==> src/rtl/body_type_pkg.sv <==
// Shared constants and types for the body-type classifier slice.
package body_type_pkg;

    localparam logic [1:0] MODE_UNIFORM = 2'b00;
    localparam logic [1:0] MODE_ONES    = 2'b01;
    localparam logic [1:0] MODE_ZEROS   = 2'b10;
    localparam logic [1:0] MODE_OFF     = 2'b11;

    typedef enum logic [1:0] {
        IDLE = 2'd0,
        RUN  = 2'd1,
        HIT  = 2'd2
    } run_state_t;

endpackage

==> src/rtl/body_type_match.sv <==
// Combinational classify(code, mode): the single home of the body matching rule.
module body_type_match
    import body_type_pkg::*;
#(
    parameter int CODE_W = 3
) (
    input  logic [CODE_W-1:0] code,
    input  logic [1:0]        mode,
    output logic              body_type
);

    logic all_ones;
    logic all_zeros;

    assign all_ones  = &code;
    assign all_zeros = ~|code;

    always_comb begin
        body_type = 1'b0;
        case (mode)
            MODE_UNIFORM: body_type = all_ones | all_zeros;
            MODE_ONES:    body_type = all_ones;
            MODE_ZEROS:   body_type = all_zeros;
            default:      body_type = 1'b0;
        endcase
    end

endmodule

==> src/rtl/body_type_classifier.sv <==
// Streaming body-type classifier: single-entry output register, type-1 run tracker,
// optional saturating type-1 counter enabled by `BODY_TYPE_STATS_EN.
module body_type_classifier
    import body_type_pkg::*;
#(
    parameter int CODE_W  = 3,
    parameter int RUN_LEN = 4
`ifdef BODY_TYPE_STATS_EN
    ,
    parameter int COUNT_W = 16
`endif
) (
    input  logic              clk,
    input  logic              rst_n,
    input  logic [1:0]        mode,
    input  logic              in_valid,
    output logic              in_ready,
    input  logic [CODE_W-1:0] in_code,
    output logic              out_valid,
    input  logic              out_ready,
    output logic              out_type,
    output logic [CODE_W-1:0] out_code,
    output logic              run_hit
`ifdef BODY_TYPE_STATS_EN
    ,
    input  logic              stat_clr,
    output logic [COUNT_W-1:0] stat_count
`endif
);

    localparam int CNT_W = $clog2(RUN_LEN + 1);
    localparam logic [CNT_W-1:0] RUN_MAX = CNT_W'(RUN_LEN);

    logic             accept;
    logic             cls_type;
    run_state_t       state;
    logic [CNT_W-1:0] run_cnt;
    logic [CNT_W-1:0] run_nxt;

    assign in_ready = !out_valid || out_ready;
    assign accept   = in_valid && in_ready;
    assign run_nxt  = run_cnt + CNT_W'(1);
    assign run_hit  = (state == HIT);

    body_type_match #(.CODE_W(CODE_W)) u_match (
        .code      (in_code),
        .mode      (mode),
        .body_type (cls_type)
    );

    always_ff @(posedge clk or negedge rst_n) begin
        if (!rst_n) begin
            out_valid <= 1'b0;
            out_type  <= 1'b0;
            out_code  <= '0;
        end else if (accept) begin
            out_valid <= 1'b1;
            out_type  <= cls_type;
            out_code  <= in_code;
        end else if (out_ready) begin
            out_valid <= 1'b0;
        end
    end

    // Run tracker only moves on accepted codes, so it stays aligned with out_*.
    always_ff @(posedge clk or negedge rst_n) begin
        if (!rst_n) begin
            state   <= IDLE;
            run_cnt <= '0;
        end else if (accept) begin
            case (state)
                IDLE: begin
                    if (cls_type) begin
                        run_cnt <= CNT_W'(1);
                        state   <= (RUN_LEN == 1) ? HIT : RUN;
                    end
                end
                RUN: begin
                    if (cls_type) begin
                        run_cnt <= run_nxt;
                        if (run_nxt == RUN_MAX) state <= HIT;
                    end else begin
                        run_cnt <= '0;
                        state   <= IDLE;
                    end
                end
                HIT: begin
                    if (cls_type) begin
                        run_cnt <= RUN_MAX;
                    end else begin
                        run_cnt <= '0;
                        state   <= IDLE;
                    end
                end
                default: begin
                    run_cnt <= '0;
                    state   <= IDLE;
                end
            endcase
        end
    end

`ifdef BODY_TYPE_STATS_EN
    always_ff @(posedge clk or negedge rst_n) begin
        if (!rst_n) begin
            stat_count <= '0;
        end else if (stat_clr) begin
            stat_count <= '0;
        end else if (accept && cls_type && (stat_count != '1)) begin
            stat_count <= stat_count + COUNT_W'(1);
        end
    end
`endif

endmodule

==> config.mk <==
export PLATFORM = sky130hd
export DESIGN_NAME = body_type_classifier
export DESIGN_NICKNAME = d
export VERILOG_FILES = /design/src/rtl/body_type_pkg.sv /design/src/rtl/body_type_match.sv /design/src/rtl/body_type_classifier.sv
export SDC_FILE = /design/constraint.sdc
export NUM_CORES = 1
export LEC_CHECK = 0
export BUFFER_PORTS_ARGS = -buffer_cell sky130_fd_sc_hd__buf_2
export CAP_MARGIN = 10
export CELL_PAD_IN_SITES_DETAIL_PLACEMENT = 0
export CELL_PAD_IN_SITES_GLOBAL_PLACEMENT = 1
export CORE_MARGIN = 4
export CORE_UTILIZATION = 36
export CTS_CLUSTER_SIZE = 30
export DETAILED_ROUTE_END_ITERATION = 6
export PLACE_DENSITY_LB_ADDON = 0.1
export SYNTH_ARGS = -nofsm -noshare
export SYNTH_HDL_FRONTEND = slang
export SYNTH_HIERARCHICAL = 1
export SYNTH_SLANG_ARGS = --single-unit
==> constraint.sdc <==
create_clock -name clk -period 1.7 [get_ports clk]
set_input_delay 0.17 -clock clk [delete_from_list [all_inputs] [get_ports clk]]
set_output_delay 0.17 -clock clk [all_outputs]
set_load 0.1 [all_outputs]
==> flow_summary_export.csv, run 1 <==
group,metric,value,unit
detailed_routing,drc,0,
die,core,0.00135,mm2
clock_tree,tritoncts,"yes",
cells_and_area,diodes,0,
critical_path,crit_start,"state[1]",
detailed_routing,drt-initial-drc-count,5,
placement,gp_congestion,0.667,
logic_synthesis,synth_top_family_by_area,"simple AND/OR/NAND/NOR gates",
critical_path,crit_chain,"nor2b_2 -> buf_2",
cells_and_area,final_cells,83,
logic_synthesis,synth_ff_type,"dfrtp_1",
critical_path,cp-start-kind,"flip-flop",
logic_synthesis,synthesis.nets,59,
logic_synthesis,synthCells,48,
timing,post-route-period-util,90.1,%
detailed_routing,vias,430,
detailed_routing,antenna_left,0,
cells_and_area,drive_gt1_share,42.6,%
logic_synthesis,seq_area_frac_synth,46.8,%
critical_path,worstSetupEndpoint,"run_hit",
critical_path,critPathSlowestCell,"dfrtp_1",
clock_tree,clock-sinks,10,
clock_tree,cts.path.max_buffers,2,
die,start_util,39.6,%
power,power,0.000786,W
timing,tightest_slew,0.495,ns
logic_synthesis,ys_seq_elements,10,
timing,slew_headroom,67.2,%
cells_and_area,design_area,677,um2
logic_synthesis,synth_top_area_share,46.8,%
critical_path,reg2reg_slack,0.39,ns
cells_and_area,syn2layout_area_growth,26.7,%
placement,placed_cell_area,631,um2
timing,hold_viol,0,
worst_hold_path,hold_class,"primary input to flip-flop",
global_routing,grt_pass1_vias,411,
timing,skew,0.00207,ns
critical_path,cp.required,1.53,ns
logic_synthesis,muxShareOfSynthArea,6.32,%
die,die_w,46.5,um
logic_synthesis,yosysMostFrequentCell,"dfrtp_1",
detailed_routing,routed_wirelength,1100,um
critical_path,timing.rr.end,"state[0]",
timing,rsz0062_at_grt,"no",
logic_synthesis,synth_top_cell_by_area,"dfrtp_1",
outcome,status,"finished, final reports clean",
logic_synthesis,async_flop_share,100,%
timing,drv_slew,0,
die,die_y,46.5,um
logic_synthesis,synth_compound_area_share,15.5,%
detailed_routing,routedWlPerCell,13.3,um
logic_synthesis,ys_top_cells_by_area,"dfrtp_1 47%, mux2_2 6.3%, ha_1 4.7%, nand2_1 3.5%, nand4b_1 3.3%",
logic_synthesis,syn_area_per_cell,11.1,um2
global_routing,antenna_found_initial,0,
clock_tree,ctsHtreeMaxLevel,1,
critical_path,cp_slowest_stage_delay,0.47,ns
global_routing,grt_pass1_wl,1900,um
global_routing,track_usage,13.2,%
critical_path,worstSetupEndpointType,"output pin",
logic_synthesis,synth_common_cells,"10 x dfrtp_1, 5 x nand2_1, 3 x mux2_2, 3 x o21ai_0",
detailed_routing,via_per_inst,5.18,
global_routing,grt_max_degree,11,
logic_synthesis,synth-simple-area-share,23.0,%
run,max-cap-violations,0,
critical_path,crit_arrival,1.36,ns
placement,dp.cells,78,
timing,layout_setup_ws,0.169,ns
clock_tree,worst_skew_pair.late_latency,0.26,ns
logic_synthesis,synth-edff-count,0,
detailed_routing,dr.pass1.iters,4,
logic_synthesis,synth_area,534,um2
die,io_pins,16,
die,die_area,0.00216,mm2
die,rows,13,
clock_tree,cts_buffers,3,
power,ir_worst_vdd,0.000623,V
logic_synthesis,yosys_warnings,6,
placement,dp_slack,0.354,ns
logic_synthesis,synthXorXnorAreaFrac,1.64,%
logic_synthesis,synth.distinct_cells,25,
timing,max_freq,0.653,GHz
clock_tree,clkTransAtPathRegs,0.06,ns
critical_path,r2r_start,"run_cnt[0]",
logic_synthesis,synthAdderAreaFrac,4.68,%
power,p_leak,0.322,nW
cells_and_area,layout.nets,80,
placement,numPortBuffers,15,
timing,fin_tns_setup,0,ns
critical_path,r2r_cells,4,
critical_path,cp_max_fo,8,
clock_tree,cts_root_buffer,"clkbuf_4",
global_routing,grt_overflow,0,
timing,setup_viol,0,
critical_path,path_class,"flip-flop to output pin",
timing,fin_crit,1.53,ns
power,pwr_density_cell,1160,mW/mm2
## sequential cells by signal (all words and copies together) (netlist names)
name and flops:
out_code 3, run_cnt 3, state 2, out_type 1, out_valid 1
## worst max-delay path: cells and delay by family (launching register included)
family | cells | cell delay (ns)
simple gates | 1 | 0.20
buf+inv | 1 | 0.43
flops | 1 | 0.47
## stage by stage
stage          hold slack, ns  util [%]
3_3_place_gp           0.0424      46.7
4_1_cts                 0.151      50.1
2_1_floorplan          -0.126         -
3_5_place_dp           0.0465      46.7
6_report                0.153      50.1
5_1_grt                 0.152      50.1
## metal layers
metal	global-route usage, %	up-vias	share of wire (%)
met1	16.1	200	48
met5	0	-	0
met3	8.20	2	6.3
met4	5.11	0	0.91
li1	-	219	-
met2	18.7	9	44
## cell type report
type / count / area (um2)
Timing Repair Buffer: 17 / 92.6
Clock buffer: 4 / 36.3
Sequential cell: 10 / 254
Tap cell: 15 / 18.8
Multi-Input combinational cell: 37 / 275
Fill cell: 132 / 673
## worst min-delay path by stage
stage,slack (ns),to,cells after the start,from
finish,0.15,out_valid,2,in_valid
global route,0.15,out_valid,2,in_valid
CTS,0.15,out_valid,2,in_valid
detailed placement,0.05,out_type,1,rst_n
global placement,0.04,out_type,1,rst_n
floorplan,-0.13,out_code[0],0,rst_n
## repair_timing
item | in CTS | in global routing
hold buffers | 1 | 0
hold endpoints to repair | 10 | 0
gates resized for setup | 0 | 0
buffers inserted | 0 | 0
## where the power goes
group          switching (W)  internal, W  total, W
clock              0.0000772     0.000130  0.000207
sequential         0.0000353     0.000274  0.000309
combinational       0.000188    0.0000811  0.000269
total               0.000301     0.000485  0.000786
## kinds of logic (layout without fill, tap and decap cells)
| group | count (synthesis) | in the layout |
|---|---|---|
| and+or+nand+nor | 19 | 19 |
| AOI/OAI and AO/OA | 12 | 12 |
| DFF | 10 | 10 |
| muxes | 3 | 3 |
| adders and majority gates | 2 | 2 |
| xor gates and xnor gates | 1 | 1 |
| buffers and inverters | 1 | 21 |
## layout by cell type, fill, tap and decap left out, types with 2 or more instances in the layout
cell       n
o31ai_1    2
buf_2     15
dfrtp_1    9
mux2_2     3
clkbuf_4   3
nor2_1     2
nand4b_1   2
ha_1       2
nand2_1    5
o21ai_1    2
o21ai_0    3
(Power assumes the default switching activity.)
==> run 2: changes to the inputs <==
SLEW_MARGIN = 20   (was not set)
SYNTH_HIERARCHICAL = not set   (was 1)
==> flow_summary_export.csv, run 2 <==
group,metric,value,unit
outcome,status,"finished, final reports clean",
logic_synthesis,ys_seq_elements,10,
timing,drv_slew,0,
clock_tree,ctsHtreeMaxLevel,1,
cells_and_area,final_common_cell,"buf_2",
timing,skew,0.0136,ns
worst_hold_path,hold_class,"primary input to flip-flop",
detailed_routing,dr.pass1.iters,4,
clock_tree,worst_skew_pair.late_latency,0.27,ns
logic_synthesis,synth_top_area_share,46.1,%
cells_and_area,nFillCells,136,
cells_and_area,top_regs,"out_code: 3 flops, run_cnt: 3 flops, state: 2 flops",
critical_path,cp.required,1.53,ns
die,core,0.00137,mm2
detailed_routing,routedWlPerCell,13.8,um
logic_synthesis,yosysMostFrequentCell,"dfrtp_1",
logic_synthesis,seq_area_frac_synth,46.1,%
power,combPwrFrac,35.0,%
placement,dp.cells,78,
die,rows,13,
clock_tree,clkTransAtPathRegs,0.07,ns
cells_and_area,layout.nets,80,
logic_synthesis,ys_top_cells_by_area,"dfrtp_1 46%, mux2_2 8.3%, ha_1 4.6%, nand2b_1 4.6%, nand2_1 3.5%",
cells_and_area,syn2layout_area_growth,26.3,%
logic_synthesis,synth-edff-count,0,
logic_synthesis,synth.distinct_cells,26,
timing,tightest_slew,0.493,ns
placement,numPortBuffers,15,
logic_synthesis,syn_area_per_cell,10.9,um2
global_routing,grt_max_degree,14,
logic_synthesis,synth_area,543,um2
timing,rsz0062_at_grt,"no",
die,die_w,46.8,um
timing,hold_viol,0,
global_routing,grt_overflow,0,
global_routing,antenna_found_initial,0,
die,die_area,0.00219,mm2
die,start_util,39.7,%
power,switchingPower,0.000277,W
cells_and_area,diodes,0,
die,io_pins,16,
global_routing,grt_pass1_wl,1790,um
logic_synthesis,synth_common_cells,"10 x dfrtp_1, 5 x nand2_1, 4 x mux2_2, 4 x nand2b_1, 3 x nor2b_1",
global_routing,track_usage,11.7,%
worst_hold_path,whs_path_depth,2,
power,p_int,0.000425,W
critical_path,crit_arrival,1.39,ns
clock_tree,tritoncts,"yes",
power,pwr_density_cell,1020,mW/mm2
logic_synthesis,synthesis.nets,61,
placement,dp_hpwl,822,um
detailed_routing,vias,428,
detailed_routing,via_per_inst,5.16,
timing,post-route-period-util,91.7,%
timing,fin_crit,1.56,ns
clock_tree,cts_root_buffer,"clkbuf_4",
timing,max_freq,0.642,GHz
power,p_leak,0.320,nW
detailed_routing,antenna_left,0,
cells_and_area,final_cells,83,
timing,layout_setup_ws,0.142,ns
global_routing,grt_pass1_vias,405,
critical_path,cp_max_fo,8,
cells_and_area,seqCellArea,254,um2
clock_tree,clock-sinks,10,
logic_synthesis,synth_top_cell_by_area,"dfrtp_1",
timing,setup_viol,0,
power,pwr-share-clk,24.0,%
detailed_routing,drc,0,
logic_synthesis,synthCells,50,
power,ir_worst_vdd,0.000437,V
critical_path,path_class,"flip-flop to output pin",
critical_path,worstSetupEndpointType,"output pin",
cells_and_area,multiInputGateArea,298,um2
detailed_routing,drt-initial-drc-count,3,
clock_tree,cts.path.max_buffers,2,
critical_path,r2r_cells,5,
cells_and_area,final_cell_mix,"15 x buf_2, 9 x dfrtp_1, 4 x mux2_2, 4 x nand2_1",
die,die_y,46.8,um
placement,gp_congestion,0.689,
timing,fin_tns_setup,0,ns
detailed_routing,routed_wirelength,1140,um
power,p_sw_share,39.4,%
clock_tree,cts_buffers,3,
logic_synthesis,async_flop_share,100,%
critical_path,cp-start-kind,"flip-flop",
logic_synthesis,synth_ff_type,"dfrtp_1",
timing,slew_headroom,67.3,%
run,max-cap-violations,0,
cells_and_area,drive_gt1_share,42.6,%
logic_synthesis,yosys_warnings,0,
power,seqPwrFrac,41.0,%
placement,dp_slack,0.228,ns
## run 2: cell count changes in the layout (fill, tap and decap cells not counted), moves of 2 or more
cell	before	now
nor4b_1	0	2
o31ai_1	2	0
nand4b_1	2	0
nand2b_1	1	3
## run 2: critical path, stage by stage, from the launching register on
cell	delay, ns
dfrtp_1	0.50
nor2b_4	0.21
buf_2	0.43
## run 2: worst paths after layout
path | from | to | slack (ns)
max in group asynchronous | rst_n | out_valid | 1.20
min | in_valid | out_valid | 0.17
max | state[1] | run_hit | 0.14
min in group asynchronous | rst_n | run_cnt[2] | 0.29
max reg2reg | run_cnt[0] | run_cnt[2] | 0.24
min reg2reg | out_type | out_type | 0.47
## run 2: power by group through the flow
stage | Clock, W | Combinational, W | Sequential, W
after floorplan | 0 | 0.0000994 | 0.000389
after global placement | 0 | 0.000247 | 0.000292
after detailed placement | 0 | 0.000247 | 0.000292
final | 0.000168 | 0.000246 | 0.000288
after global routing | 0.000191 | 0.000264 | 0.000291
after CTS | 0.000181 | 0.000248 | 0.000288
## run 2: layout make-up
type	count	share of cell area [%]
sequential	10	37.0
clock buffer	4	3.83
multi-input combinational	37	43.4
inverter	1	0.547
tap	15	2.74
timing repair buffer	16	12.4
## run 2: per-stage QoR
stage               hold slack, ns  cell area (um2)  utilization, %  total power, W
floorplan                   -0.126              564               -        0.000489
global placement            0.0472              649            47.5        0.000539
detailed placement          0.0477              649            47.5        0.000539
CTS                          0.166              686            50.2        0.000717
global route                 0.175              686            50.2        0.000747
finish                       0.168              686            50.2        0.000702
## run 2: logic make-up (layout without fill, tap and decap cells)
| kind of cell | Yosys count | after routing | share of synthesized area (%) |
|---|---|---|---|
| buffers and inverters | 3 | 21 | 2.30 |
| AOI/OAI and AO/OA | 11 | 11 | 16.6 |
| and+or+nand+nor | 20 | 20 | 22.1 |
| DFF | 10 | 10 | 46.1 |
| muxes | 4 | 4 | 8.29 |
| adders and majority gates | 2 | 2 | 4.61 |
## run 2: repair_timing
item	4_1_cts	5_1_grt
endpoints found under the hold margin	10	0
hold buffers	1	0
gates resized for setup	0	0
setup buffers	0	0
## run 2: layer usage
| layer | global-route usage, % | part of all wire [%] | vias to the layer above |
|---|---|---|---|
| met3 | 5.75 | 6.8 | 0 |
| li1 | - | - | 218 |
| met5 | 0 | 0 | - |
| met1 | 15.9 | 46 | 198 |
| met2 | 17.1 | 47 | 12 |
| met4 | 1.66 | 0 | 0 |
==> run 3: changes to the inputs <==
CELL_PAD_IN_SITES_DETAIL_PLACEMENT = 1   (was 0)
CTS_BUF_LIST = sky130_fd_sc_hd__clkbuf_16   (was not set)
==> flow_summary_export.csv, run 3 (synthesis results as in run 2) <==
group,metric,value,unit
outcome,status,"finished, final reports clean",
power,pwr-share-clk,43.3,%
critical_path,cp.required,1.53,ns
detailed_routing,drc,0,
clock_tree,clock-sinks,10,
cells_and_area,layout.nets,80,
timing,skew,0.00350,ns
timing,slew_headroom,67.3,%
cells_and_area,nFillCells,155,
die,start_util,39.7,%
critical_path,crit_arrival,1.33,ns
detailed_routing,dr.pass1.iters,4,
critical_path,cp_max_fo,8,
detailed_routing,vias,451,
cells_and_area,seqCellArea,254,um2
clock_tree,worst_skew_pair.late_latency,0.23,ns
cells_and_area,final_common_cell,"buf_2",
timing,drv_slew,0,
power,p_sw_share,32.2,%
worst_hold_path,hold_class,"primary input to flip-flop",
clock_tree,cts.path.max_buffers,2,
global_routing,grt_max_degree,14,
power,combPwrFrac,26.3,%
timing,fin_crit,1.50,ns
global_routing,grt_pass1_vias,454,
global_routing,grt_overflow,0,
die,rows,13,
critical_path,worstSetupEndpointType,"output pin",
detailed_routing,antenna_left,0,
clock_tree,cts_root_buffer,"clkbuf_16",
timing,setup_viol,0,
timing,post-route-period-util,88.5,%
die,core,0.00137,mm2
power,power,0.000949,W
cells_and_area,top_regs,"out_code: 3 flops, run_cnt: 3 flops, state: 2 flops",
clock_tree,postCtsSetupRepairBufs,0,
timing,max_freq,0.665,GHz
critical_path,path_class,"flip-flop to output pin",
global_routing,antenna_found_initial,0,
clock_tree,cts_resized,0,
placement,numPortBuffers,15,
clock_tree,holdBufCountCts,1,
clock_tree,ctsHtreeMaxLevel,1,
power,ir_worst_vdd,0.000744,V
cells_and_area,diodes,0,
power,p_int,0.000644,W
global_routing,track_usage,14.3,%
timing,fin_tns_setup,0,ns
die,die_area,0.00219,mm2
clock_tree,clkTransAtPathRegs,0.04,ns
detailed_routing,via_per_inst,5.43,
power,pwr_density_cell,1290,mW/mm2
cells_and_area,multiInputGateArea,298,um2
die,die_y,46.8,um
die,die_w,46.8,um
timing,hold_viol,0,
cells_and_area,syn2layout_area_growth,35.9,%
placement,gp_congestion,0.689,
critical_path,cp-start-kind,"flip-flop",
power,seqPwrFrac,30.4,%
run,max-cap-violations,0,
clock_tree,cts_buffers,3,
detailed_routing,routed_wirelength,1250,um
power,switchingPower,0.000305,W
cells_and_area,final_cell_mix,"15 x buf_2, 9 x dfrtp_1, 4 x mux2_2, 4 x nand2_1",
detailed_routing,drt-initial-drc-count,5,
detailed_routing,routedWlPerCell,15.1,um
die,io_pins,16,
timing,rsz0062_at_grt,"no",
cells_and_area,drive_gt1_share,42.6,%
timing,tightest_slew,0.494,ns
clock_tree,tritoncts,"yes",
global_routing,grt_pass1_wl,2150,um
power,p_leak,0.347,nW
-- run 3: cell count changes in the layout (fill, tap and decap cells not counted) --
cell,change
clkbuf_16,+3
clkbuf_4,-3
clkbuf_1,-1
inv_1,+1
-- run 3: power groups by stage --
stage / Sequential, W / Combinational, W / Clock [W]
2_1_floorplan: 0.000389 / 0.0000994 / 0
3_3_place_gp: 0.000292 / 0.000247 / 0
3_5_place_dp: 0.000292 / 0.000249 / 0
4_1_cts: 0.000288 / 0.000252 / 0.000423
5_1_grt: 0.000293 / 0.000269 / 0.000437
6_report: 0.000289 / 0.000250 / 0.000410
-- run 3: path summary, 6_finish.rpt --
path / from / end / slack, ns / cells past startpoint
min in group asynchronous: rst_n / state[0] / 0.34 / 2
worst max-delay path: state[1] / run_hit / 0.20 / 2
worst max register to register: run_cnt[0] / run_cnt[2] / 0.20 / 5
worst min register to register: out_type / out_type / 0.47 / 2
max in group asynchronous: rst_n / out_valid / 1.14 / 2
worst min-delay path: in_valid / out_valid / 0.22 / 2
-- run 3: stage by stage --
step           worst slack (ns)  util (%)  cells  hold WS, ns  cell area [um2]
2_1_floorplan           0.00979         -     50       -0.126              564
3_3_place_gp              0.250      47.5     78       0.0472              649
3_5_place_dp              0.219      47.5     78       0.0463              649
4_1_cts                   0.173      54.0     83        0.219              738
5_1_grt                   0.108      54.0     83        0.242              738
6_report                  0.196      54.0     83        0.223              738
-- run 3: critical path, cell delays in order, from the launching register on --
cell and delay, ns:
dfrtp_1 0.48, nor2b_4 0.20, buf_2 0.43
-- run 3: layout make-up --
class	count	area share, %
Timing Repair Buffer	16	11.5
Multi-Input combinational cell	37	40.3
Clock inverter	1	0.508
Tap cell	15	2.54
Clock buffer	3	10.2
Inverter	1	0.508
Sequential cell	10	34.4
-- run 3: routing by layer --
| metal | global-route usage, % | up-vias | share of wire (%) |
|---|---|---|---|
| li1 | - | 219 | - |
| met1 | 21.9 | 219 | 49 |
| met2 | 18.4 | 11 | 44 |
| met3 | 4.60 | 2 | 6.1 |
| met4 | 4.97 | 0 | 0.48 |
| met5 | 0 | - | 0 |
